## config.mk

```make
export PLATFORM = sky130hd
export DESIGN_NAME = store_commit_drain_ctrl
export DESIGN_NICKNAME = d
export VERILOG_FILES = /design/src/rtl/store_commit_drain_ctrl.sv
export SDC_FILE = /design/constraint.sdc
export NUM_CORES = 1
export LEC_CHECK = 0
export CAP_MARGIN = 20
export CORE_MARGIN = 2
export CORE_UTILIZATION = 65
export CTS_CLUSTER_DIAMETER = 80
export DETAILED_ROUTE_END_ITERATION = 8
export DONT_BUFFER_PORTS = 1
export GPL_ROUTABILITY_DRIVEN = 1
export PLACE_DENSITY = 0.87
export SLEW_MARGIN = 20
export SYNTH_ARGS = -nofsm -noshare
export SYNTH_HDL_FRONTEND = slang
export SYNTH_SLANG_ARGS = --single-unit
```

## constraint.sdc

```tcl
create_clock -name clk -period 4.9 [get_ports clk]
set_clock_uncertainty 0.05 [all_clocks]
set_input_delay 0 -clock clk [delete_from_list [all_inputs] [get_ports clk]]
set_output_delay 0 -clock clk [all_outputs]
set_load 0.01 [all_outputs]
```

## src/rtl/store_commit_drain_ctrl.sv

```systemverilog
// Drain scheduler for the store commit buffer.
// Ages merged entries and issues write-backs to the DCache port.
module store_commit_drain_ctrl #(
  parameter int ENTRIES = 8,
  parameter int IDX_W   = 3,
  parameter int AGE_W   = 4,
  parameter int THRESH  = 6
) (
  input  logic               clk,
  input  logic               rst,
  input  logic               alloc_valid,
  input  logic [IDX_W-1:0]   alloc_idx,
  input  logic               touch_valid,
  input  logic [IDX_W-1:0]   touch_idx,
  input  logic               fence_req,
  output logic               issue_valid,
  output logic [IDX_W-1:0]   issue_idx,
  input  logic               issue_ready,
  input  logic               resp_valid,
  input  logic [IDX_W-1:0]   resp_idx,
  input  logic [1:0]         resp_kind,
  output logic [ENTRIES-1:0] entry_busy,
  output logic [ENTRIES-1:0] entry_locked,
  output logic               full,
  output logic               fence_done,
  output logic               proto_err
);

  typedef enum logic [1:0] {
    S_FREE,
    S_WAIT,
    S_PEND,
    S_WRITING
  } ent_t;

  typedef enum logic {
    M_NORMAL,
    M_DRAIN
  } mode_t;

  localparam int OCC_W = $clog2(ENTRIES + 1);
  localparam logic [AGE_W-1:0] AGE_MAX = '1;
  localparam logic [1:0] K_OK    = 2'd0;
  localparam logic [1:0] K_RETRY = 2'd1;
  localparam logic [1:0] K_RSVD  = 2'd3;

  ent_t             st  [ENTRIES];
  logic [AGE_W-1:0] age [ENTRIES];

  mode_t              mode;
  logic               thresh_mode;
  logic [ENTRIES-1:0] ready;
  logic               pick_any;
  logic [IDX_W-1:0]   pick_idx;
  logic [OCC_W-1:0]   occ;
  logic               load_en;
  logic               accept;
  logic               resp_act;
  logic               drain_empty;
  logic               alloc_err;
  logic               touch_err;
  logic               resp_err;

  // Per-entry status vectors, occupancy and readiness.
  always_comb begin
    entry_busy   = '0;
    entry_locked = '0;
    ready        = '0;
    occ          = '0;
    for (int i = 0; i < ENTRIES; i++) begin
      entry_busy[i]   = (st[i] != S_FREE);
      entry_locked[i] = (st[i] == S_PEND) ||
                        (st[i] == S_WRITING);
      ready[i]        = (st[i] == S_WAIT) &&
                        ((age[i] == AGE_MAX) ||
                         thresh_mode ||
                         (mode == M_DRAIN));
      occ = occ + OCC_W'(entry_busy[i]);
    end
  end

  // Lowest-index ready entry wins the issue slot.
  always_comb begin
    pick_any = 1'b0;
    pick_idx = '0;
    for (int i = ENTRIES - 1; i >= 0; i--) begin
      if (ready[i]) begin
        pick_any = 1'b1;
        pick_idx = IDX_W'(i);
      end
    end
  end

  assign full        = &entry_busy;
  assign accept      = issue_valid && issue_ready;
  assign load_en     = !issue_valid || issue_ready;
  assign resp_act    = resp_valid && (resp_kind != K_RSVD);
  // An alloc in the same cycle keeps the drain open.
  assign drain_empty = (occ == '0) && !issue_valid &&
                       !alloc_valid;

  // Illegal events: target entry not in the required state.
  always_comb begin
    alloc_err = alloc_valid &&
                (st[alloc_idx] != S_FREE);
    touch_err = touch_valid &&
                (st[touch_idx] != S_WAIT);
    resp_err  = resp_act &&
                (st[resp_idx] != S_WRITING);
  end

  // Entry lifecycle and age counters.
  always_ff @(posedge clk) begin
    if (rst) begin
      for (int i = 0; i < ENTRIES; i++) begin
        st[i]  <= S_FREE;
        age[i] <= '0;
      end
    end else begin
      for (int i = 0; i < ENTRIES; i++) begin
        unique case (st[i])
          S_FREE: begin
            if (alloc_valid &&
                alloc_idx == IDX_W'(i)) begin
              st[i]  <= S_WAIT;
              age[i] <= '0;
            end
          end
          S_WAIT: begin
            if (load_en && pick_any &&
                pick_idx == IDX_W'(i)) begin
              st[i] <= S_PEND;
            end else if (touch_valid &&
                         touch_idx == IDX_W'(i)) begin
              age[i] <= '0;
            end else if (age[i] != AGE_MAX) begin
              age[i] <= age[i] + 1'b1;
            end
          end
          S_PEND: begin
            if (accept &&
                issue_idx == IDX_W'(i)) begin
              st[i] <= S_WRITING;
            end
          end
          S_WRITING: begin
            if (resp_act &&
                resp_idx == IDX_W'(i)) begin
              if (resp_kind == K_RETRY) begin
                st[i]  <= S_WAIT;
                age[i] <= AGE_MAX;
              end else begin
                st[i] <= S_FREE;
              end
            end
          end
        endcase
      end
    end
  end

  // Issue register, mode FSM, threshold and error flags.
  always_ff @(posedge clk) begin
    if (rst) begin
      issue_valid <= 1'b0;
      issue_idx   <= '0;
      mode        <= M_NORMAL;
      thresh_mode <= 1'b0;
      fence_done  <= 1'b0;
      proto_err   <= 1'b0;
    end else begin
      thresh_mode <= (occ > OCC_W'(THRESH));
      if (alloc_err || touch_err || resp_err) begin
        proto_err <= 1'b1;
      end
      if (load_en) begin
        issue_valid <= pick_any;
        if (pick_any) begin
          issue_idx <= pick_idx;
        end
      end
      fence_done <= 1'b0;
      unique case (mode)
        M_NORMAL: begin
          if (fence_req) begin
            if (drain_empty) begin
              fence_done <= 1'b1;
            end else begin
              mode <= M_DRAIN;
            end
          end
        end
        M_DRAIN: begin
          if (drain_empty) begin
            mode       <= M_NORMAL;
            fence_done <= 1'b1;
          end
        end
      endcase
    end
  end

endmodule

```

==> run_results.csv, run 1 <==
group,metric,value,unit
status,outcome,"complete, no violations",
floorplanning,num_rows,28,
sta,timing.hold.ws,0.00191,ns
yosys,synth_edf_count,48,
worst_setup_path,arrival,3.96,ns
yosys,synthSimpleGateAreaFrac,0.270,
route,via_per_inst,7.52,
final_layout,final_area,0.00427,mm²
worst_setup_path,worstPathCellList,"nor2_1 > fa_1 > inv_1 > fa_1 > fa_1 > ha_1 > fa_1 > nor4_1 > o21ai_0 > nor2b_1",
yosys,async_flop_share,0,
floorplanning,core_area,0.00599,mm²
worst_setup_path,crit_type,"reg2reg",
worst_setup_path,max_stage_delay,0.54,ns
sta,rsz0062_at_grt,"no",
hold_path,hold_depth,3,
placed_design,pre_cts_ws,1.16,ns
route,drt_wl_total,11.1,mm
yosys,synth_top_area_frac,0.352,
floorplanning,die_y,83.4,µm
cts,cts_resized,0,
sta,fin_ws,1.10,ns
floorplanning,start_util,0.683,
final_layout,syn2layout_area_growth,4.28,%
yosys,synth_nets,463,
worst_setup_path,crit_buf_inv,1,
placed_design,hpwl,8.22,mm
yosys,synthesis.area,0.00409,mm²
global_route,antenna_found_initial,0,
yosys,yosysUniqueCellTypes,61,
worst_setup_path,slowest_stage,"edfxtp_1",
cts,cts_root_buffer,"clkbuf_8",
yosys,yosysSeqAreaShare,0.391,
placed_design,post_dp_cell_area,0.00412,mm²
cts,clk_pin_slew,0.10,ns
worst_setup_path,worst-path-stages,10,
yosys,synth_top_family_by_area,"simple AND/OR/NAND/NOR gates",
yosys,synth_compound_area_frac,0.201,
route,num_vias,3767,
route,wire_per_inst,22.1,µm
sta,worst_pin_slew,0.871,ns
worst_setup_path,cp_top_family,"adder cells",
placed_design,numPortBuffers,0,
yosys,synth_seq_cells,56,
cts,cts_tree,"done",
cts,htreeDepth,2,
final_layout,final_util,0.713,
global_route,grt_pass1_vias,3626,
yosys,yosysTopAreaCell,"edfxtp_1",
placed_design,place_congestion,0.933,
sta,hold_viol_final,0,
route,detail-route-antenna-nets,0,
floorplanning,io_pins,41,
cts,clk_path_buf_depth,2,
sta,max-slew-margin-rel,0.418,
run,drv_cap,0,
final_layout,n_antenna_cell,0,
global_route,grt_pass1_wl,17.9,mm
hold_path,hp-class,"in2reg",
yosys,synth_area_leaders,"edfxtp_1, nand3_1, dfxtp_1",
global_route,grt_max_degree,20,
floorplanning,die_area,0.00695,mm²
cts,clock-sinks,56,
final_layout,final_layout_size_suffix_gt1_frac,0.0493,
sta,finalMaxSlewViolations,0,
floorplanning,die_w,83.4,µm
worst_setup_path,r2r_slack,1.10,ns
pwr,p_leak,1.57,nW
yosys,ys.flop_type,"edfxtp_1",
sta,setup_tns,0,ns
yosys,yosys_warnings,0,
cts,numCtsBuffers,5,
cts,clk_latency,0.32,ns
pwr,vdd_drop_max,199,µV
final_layout,nFillCells,444,
yosys,netlist_instances,429,
sta,fmax,263,MHz
worst_setup_path,critPathMaxFanout,6,
global_route,grt_use_total,0.323,
worst_setup_path,critPathLaunchType,"flop",
worst_setup_path,reg2reg_depth,10,
pwr,powerDensity,315,mW/mm²
route,route.detailed.drc,0,
worst_setup_path,endpoint_kind,"flop",
sta,period_needed,3.80,ns
route,drtIter0Drc,450,
final_layout,nNetsFinal,459,
worst_setup_path,critical_path_required,5.07,ns
global_route,overflow,0,
yosys,synth_xor_xnor_area_share,0.0342,
yosys,syn_area_per_cell,9.54,µm²
worst_setup_path,worst_path_most_repeated_cell,"fa_1",
sta,timing.final.crit_share,0.775,
yosys,synth-adder-area-share,0.0562,
sta,setup_viol,0,
route,dr.pass1.iters,5,
yosys,synthMuxAreaShare,0.0165,
## layout make-up
| class | instances | area [µm²] | share of cell area |
|---|---|---|---|
| multi-input combinational | 339 | 2360 | 0.554 |
| sequential | 56 | 1600 | 0.375 |
| tap | 75 | 93.8 | 0.0220 |
| clock buffer | 7 | 76.3 | 0.0179 |
| timing repair buffer | 7 | 70.1 | 0.0164 |
| inverter | 16 | 60.1 | 0.0141 |
| clock inverter | 1 | 3.75 | 0.000879 |
## cells in the final DEF (no fill, tap or decap), types with 7 or more instances in the layout
cell type	count
inv_1	16
a21oi_1	13
xor2_1	10
o21ai_0	30
nor2b_1	15
nand3_1	38
and3_1	10
dlygate4sd3_1	7
ha_1	12
edfxtp_1	48
nand2_1	26
nor2_1	31
nor3_1	8
dfxtp_1	8
o31ai_1	7
nand2b_1	17
nand4b_1	9
o41ai_1	13
nand4_1	7
## flip-flops by register name (all words and copies together), names as in the netlist
signal,count
issue_valid,1
fence_done,1
age,32
st,16
thresh_mode,1
issue_idx,3
mode,1
proto_err,1
## cell families (layout without fill, tap and decap cells)
family | after synthesis | after routing
flip-flops | 56 | 56
AND/OR/NAND/NOR | 193 | 193
XOR/XNOR | 16 | 16
buffers and inverters | 34 | 31
AO/OA/AOI/OAI | 111 | 111
adder cells (fa/ha/maj) | 16 | 16
multiplexers | 3 | 3
## what timing repair did
item | CTS | global route
hold buffers | 7 | 0
endpoints found under the hold margin | 25 | 0
setup buffers | 0 | 0
## synthesized netlist by cell type, types with 12 or more instances
master,instances
a21oi_1,13
clkbuf_1,16
edfxtp_1,48
ha_1,12
inv_1,16
nand2_1,26
nand2b_1,17
nand3_1,38
nor2_1,31
nor2b_1,15
o21ai_0,30
o41ai_1,13
## power breakdown
group          internal (mW)  leakage (nW)  switching [mW]
combinational          0.170         0.957           0.262
sequential             0.576         0.569          0.0806
clock                  0.100        0.0399           0.155
## tightest hold or removal path, cell delays in order
cell and delay, ns:
nor2_1 0.03, o221ai_1 0.08, o21ai_0 0.09
## routing by layer
metal	part of all wire	vias up	GRT usage
met5	0	-	0
li1	-	1654	-
met2	0.46	284	0.537
met4	0.042	0	0.127
met1	0.37	1770	0.395
met3	0.13	59	0.0934
## path summary, 6_finish.rpt
kind,to,startpoint
min,age[0][13]$_SDFFCE_PN0P_,rst
max,mode$_SDFF_PP0_,st[3][1]$_SDFFCE_PP0P_
max reg2reg,mode$_SDFF_PP0_,st[3][1]$_SDFFCE_PP0P_
min reg2reg,age[1][12]$_SDFFCE_PP0P_,age[1][12]$_SDFFCE_PP0P_
## through the flow
stage               instances  power, mW
finish                    501       1.34
global route              501       1.40
CTS                       501       1.32
detailed placement        486       1.07
global placement          486       1.05
floorplan                 429      0.969
(Power assumes the default switching activity.)
==> run 2: changes to the inputs <==
- clock period: 4.9 -> 3.93 ns (I/O delays scaled with it)
==> run 2 against run 1 <==
Routed wire length rose by 0.23%. Clock-buffer cell count decreased by 2. Register-to-register slack worse by 0.86 ns. Total power is 24% higher. Combinational power up 23%. Worst hold slack worse by 0.0014 ns. Final area grew 0.26%. Worst setup slack got worse by 0.86 ns. Critical path depth unchanged. Fmax grew 3.0%. Core utilization increased by 0.19 points. Critical endpoint unchanged.
==> run_results.csv, run 2 (same netlist as run 1, synthesis figures left out) <==
group,metric,value,unit
status,outcome,"complete, no violations",
final_layout,layout_common_cells,"edfxtp_1, nand3_1, nor2_1, o21ai_0, nand2_1",
cts,numCtsBuffers,5,
sta,fmax,271,MHz
pwr,powerDensity,389,mW/mm²
pwr,switching_share,0.368,
global_route,overflow,0,
route,highest-signal-layer,"met4",
floorplanning,num_rows,28,
sta,timing.final.crit_share,0.938,
sta,max-slew-margin-rel,0.407,
global_route,antenna_found_initial,0,
pwr,vdd_drop_max,316,µV
run,drv_cap,0,
pwr,clock_power_share,0.187,
pwr,total_power,1.66,mW
sta,setup_viol,0,
cts,cts_tree,"done",
worst_setup_path,endpoint_kind,"flop",
route,num_vias,3775,
final_layout,syn2layout_area_growth,4.55,%
sta,rsz0062_at_grt,"no",
cts,cts_resized,0,
worst_setup_path,slowest_stage,"edfxtp_1",
cts,post_cts_buffers,0,
pwr,comb_power_share,0.321,
route,detail-route-antenna-nets,0,
floorplanning,die_area,0.00695,mm²
worst_setup_path,crit_type,"reg2reg",
final_layout,seqCellArea,0.00160,mm²
placed_design,hpwl,8.21,mm
floorplanning,start_util,0.683,
sta,hold_viol_final,0,
final_layout,n_antenna_cell,0,
worst_setup_path,critical_path_required,4.10,ns
sta,setup_tns,0,ns
route,dr.pass1.iters,8,
worst_setup_path,max_stage_delay,0.52,ns
cts,clk_latency,0.32,ns
pwr,p_switching,612,µW
sta,finalMaxSlewViolations,0,
final_layout,multiInputGateArea,0.00236,mm²
route,wire_per_inst,22.1,µm
final_layout,nNetsFinal,461,
route,wl_met3,1.49,mm
cts,htreeDepth,2,
global_route,grt_use_total,0.328,
placed_design,numPortBuffers,0,
worst_setup_path,worstPathCellList,"nor2_1 > fa_1 > inv_1 > fa_1 > fa_1 > ha_1 > fa_1 > nor4_1 > o21ai_0 > nor2b_1",
global_route,grt_pass1_vias,3699,
floorplanning,core_area,0.00599,mm²
floorplanning,io_pins,41,
worst_setup_path,rr_startpoint,"st[1][1]$_SDFFCE_PP0P_",
pwr,p_leak,1.57,nW
hold_path,hp-class,"in2reg",
final_layout,nFillCells,447,
final_layout,final_common_cell,"edfxtp_1",
worst_setup_path,critPathLaunchType,"flop",
route,wl_met1,4.00,mm
final_layout,regMostFlops,"age",
global_route,grt_pass1_wl,18.3,mm
global_route,grt_max_degree,20,
worst_setup_path,r2r_slack,0.24,ns
route,via_per_inst,7.52,
final_layout,largest_reg_flops,32,
route,drt_wl_total,11.1,mm
cts,clk_pin_slew,0.10,ns
route,route.detailed.drc,0,
worst_setup_path,arrival,3.86,ns
pwr,p_int,1.05,mW
worst_setup_path,crit_path_start,"st[1][1]$_SDFFCE_PP0P_",
cts,clk_path_buf_depth,2,
worst_setup_path,worst_path_most_repeated_cell,"fa_1",
final_layout,top_regs,"age (32), st (16), issue_idx (3)",
floorplanning,die_y,83.4,µm
floorplanning,die_w,83.4,µm
route,drtIter0Drc,504,
worst_setup_path,critPathMaxFanout,6,
sta,worst_pin_slew,0.887,ns
placed_design,place_congestion,0.924,
cts,cts_root_buffer,"clkbuf_8",
final_layout,final_layout_size_suffix_gt1_frac,0.0539,
pwr,p_seq_frac,0.493,
sta,period_needed,3.69,ns
cts,clock-sinks,56,
route,dr_wl_met2,5.11,mm
hold_path,min-delay-start,"resp_kind[0]",
[run 2: cell count changes in the layout (fill, tap and decap cells not counted)]
cell,delta
buf_4,+2
clkbuf_1,-2
clkinv_1,+1
[run 2: worst max-delay path: cells and delay by family, from the launching register on]
family	cells	cell delay [ns]
compound gates	1	0.16
buf+inv	1	0.08
fa+ha+maj	5	2.08
simple gates	3	0.69
flops	1	0.52
[run 2: repair_timing]
item / in CTS / in global routing
endpoints found under the setup margin: 0 / 0
hold buffers: 7 / 0
endpoints found under the hold margin: 26 / 0
[run 2: final cells by class]
class,count,share of cell area
Multi-Input combinational cell,339,0.552
Clock buffer,5,0.0161
Inverter,16,0.0140
Tap cell,75,0.0219
Clock inverter,2,0.00175
Timing Repair Buffer,9,0.0199
Sequential cell,56,0.374
[run 2: worst paths after layout]
kind,to,cells after the start
max,mode$_SDFF_PP0_,10
max reg2reg,mode$_SDFF_PP0_,10
min reg2reg,age[1][12]$_SDFFCE_PP0P_,1
min,st[1][1]$_SDFFCE_PP0P_,2
[run 2: power groups by stage]
stage / clock network (mW) / logic, mW / registers (mW)
after global routing: 0.334 / 0.586 / 0.826
final: 0.311 / 0.533 / 0.819
after global placement: 0 / 0.487 / 0.823
after CTS: 0.309 / 0.519 / 0.814
after floorplan: 0 / 0.418 / 0.790
after detailed placement: 0 / 0.507 / 0.827
[run 2: metrics by stage]
stage / worst slack (ns) / util / cell area (µm²) / hold slack (ns) / instances
after global placement: 0.416 / 0.690 / 4130 / 0.0236 / 488
final: 0.242 / 0.714 / 4280 / 0.000476 / 502
after global routing: 0.0316 / 0.714 / 4280 / 0.0270 / 502
after detailed placement: 0.336 / 0.690 / 4130 / 0.0254 / 488
after floorplan: 0.558 / - / 4090 / 0.112 / 429
after CTS: 0.304 / 0.714 / 4280 / 0.00713 / 502
[run 2: routing by layer]
metal | GRT usage | up-vias
met1 | 0.410 | 1760
met3 | 0.0994 | 64
met4 | 0.127 | 0
li1 | - | 1663
met5 | 0 | -
met2 | 0.534 | 288
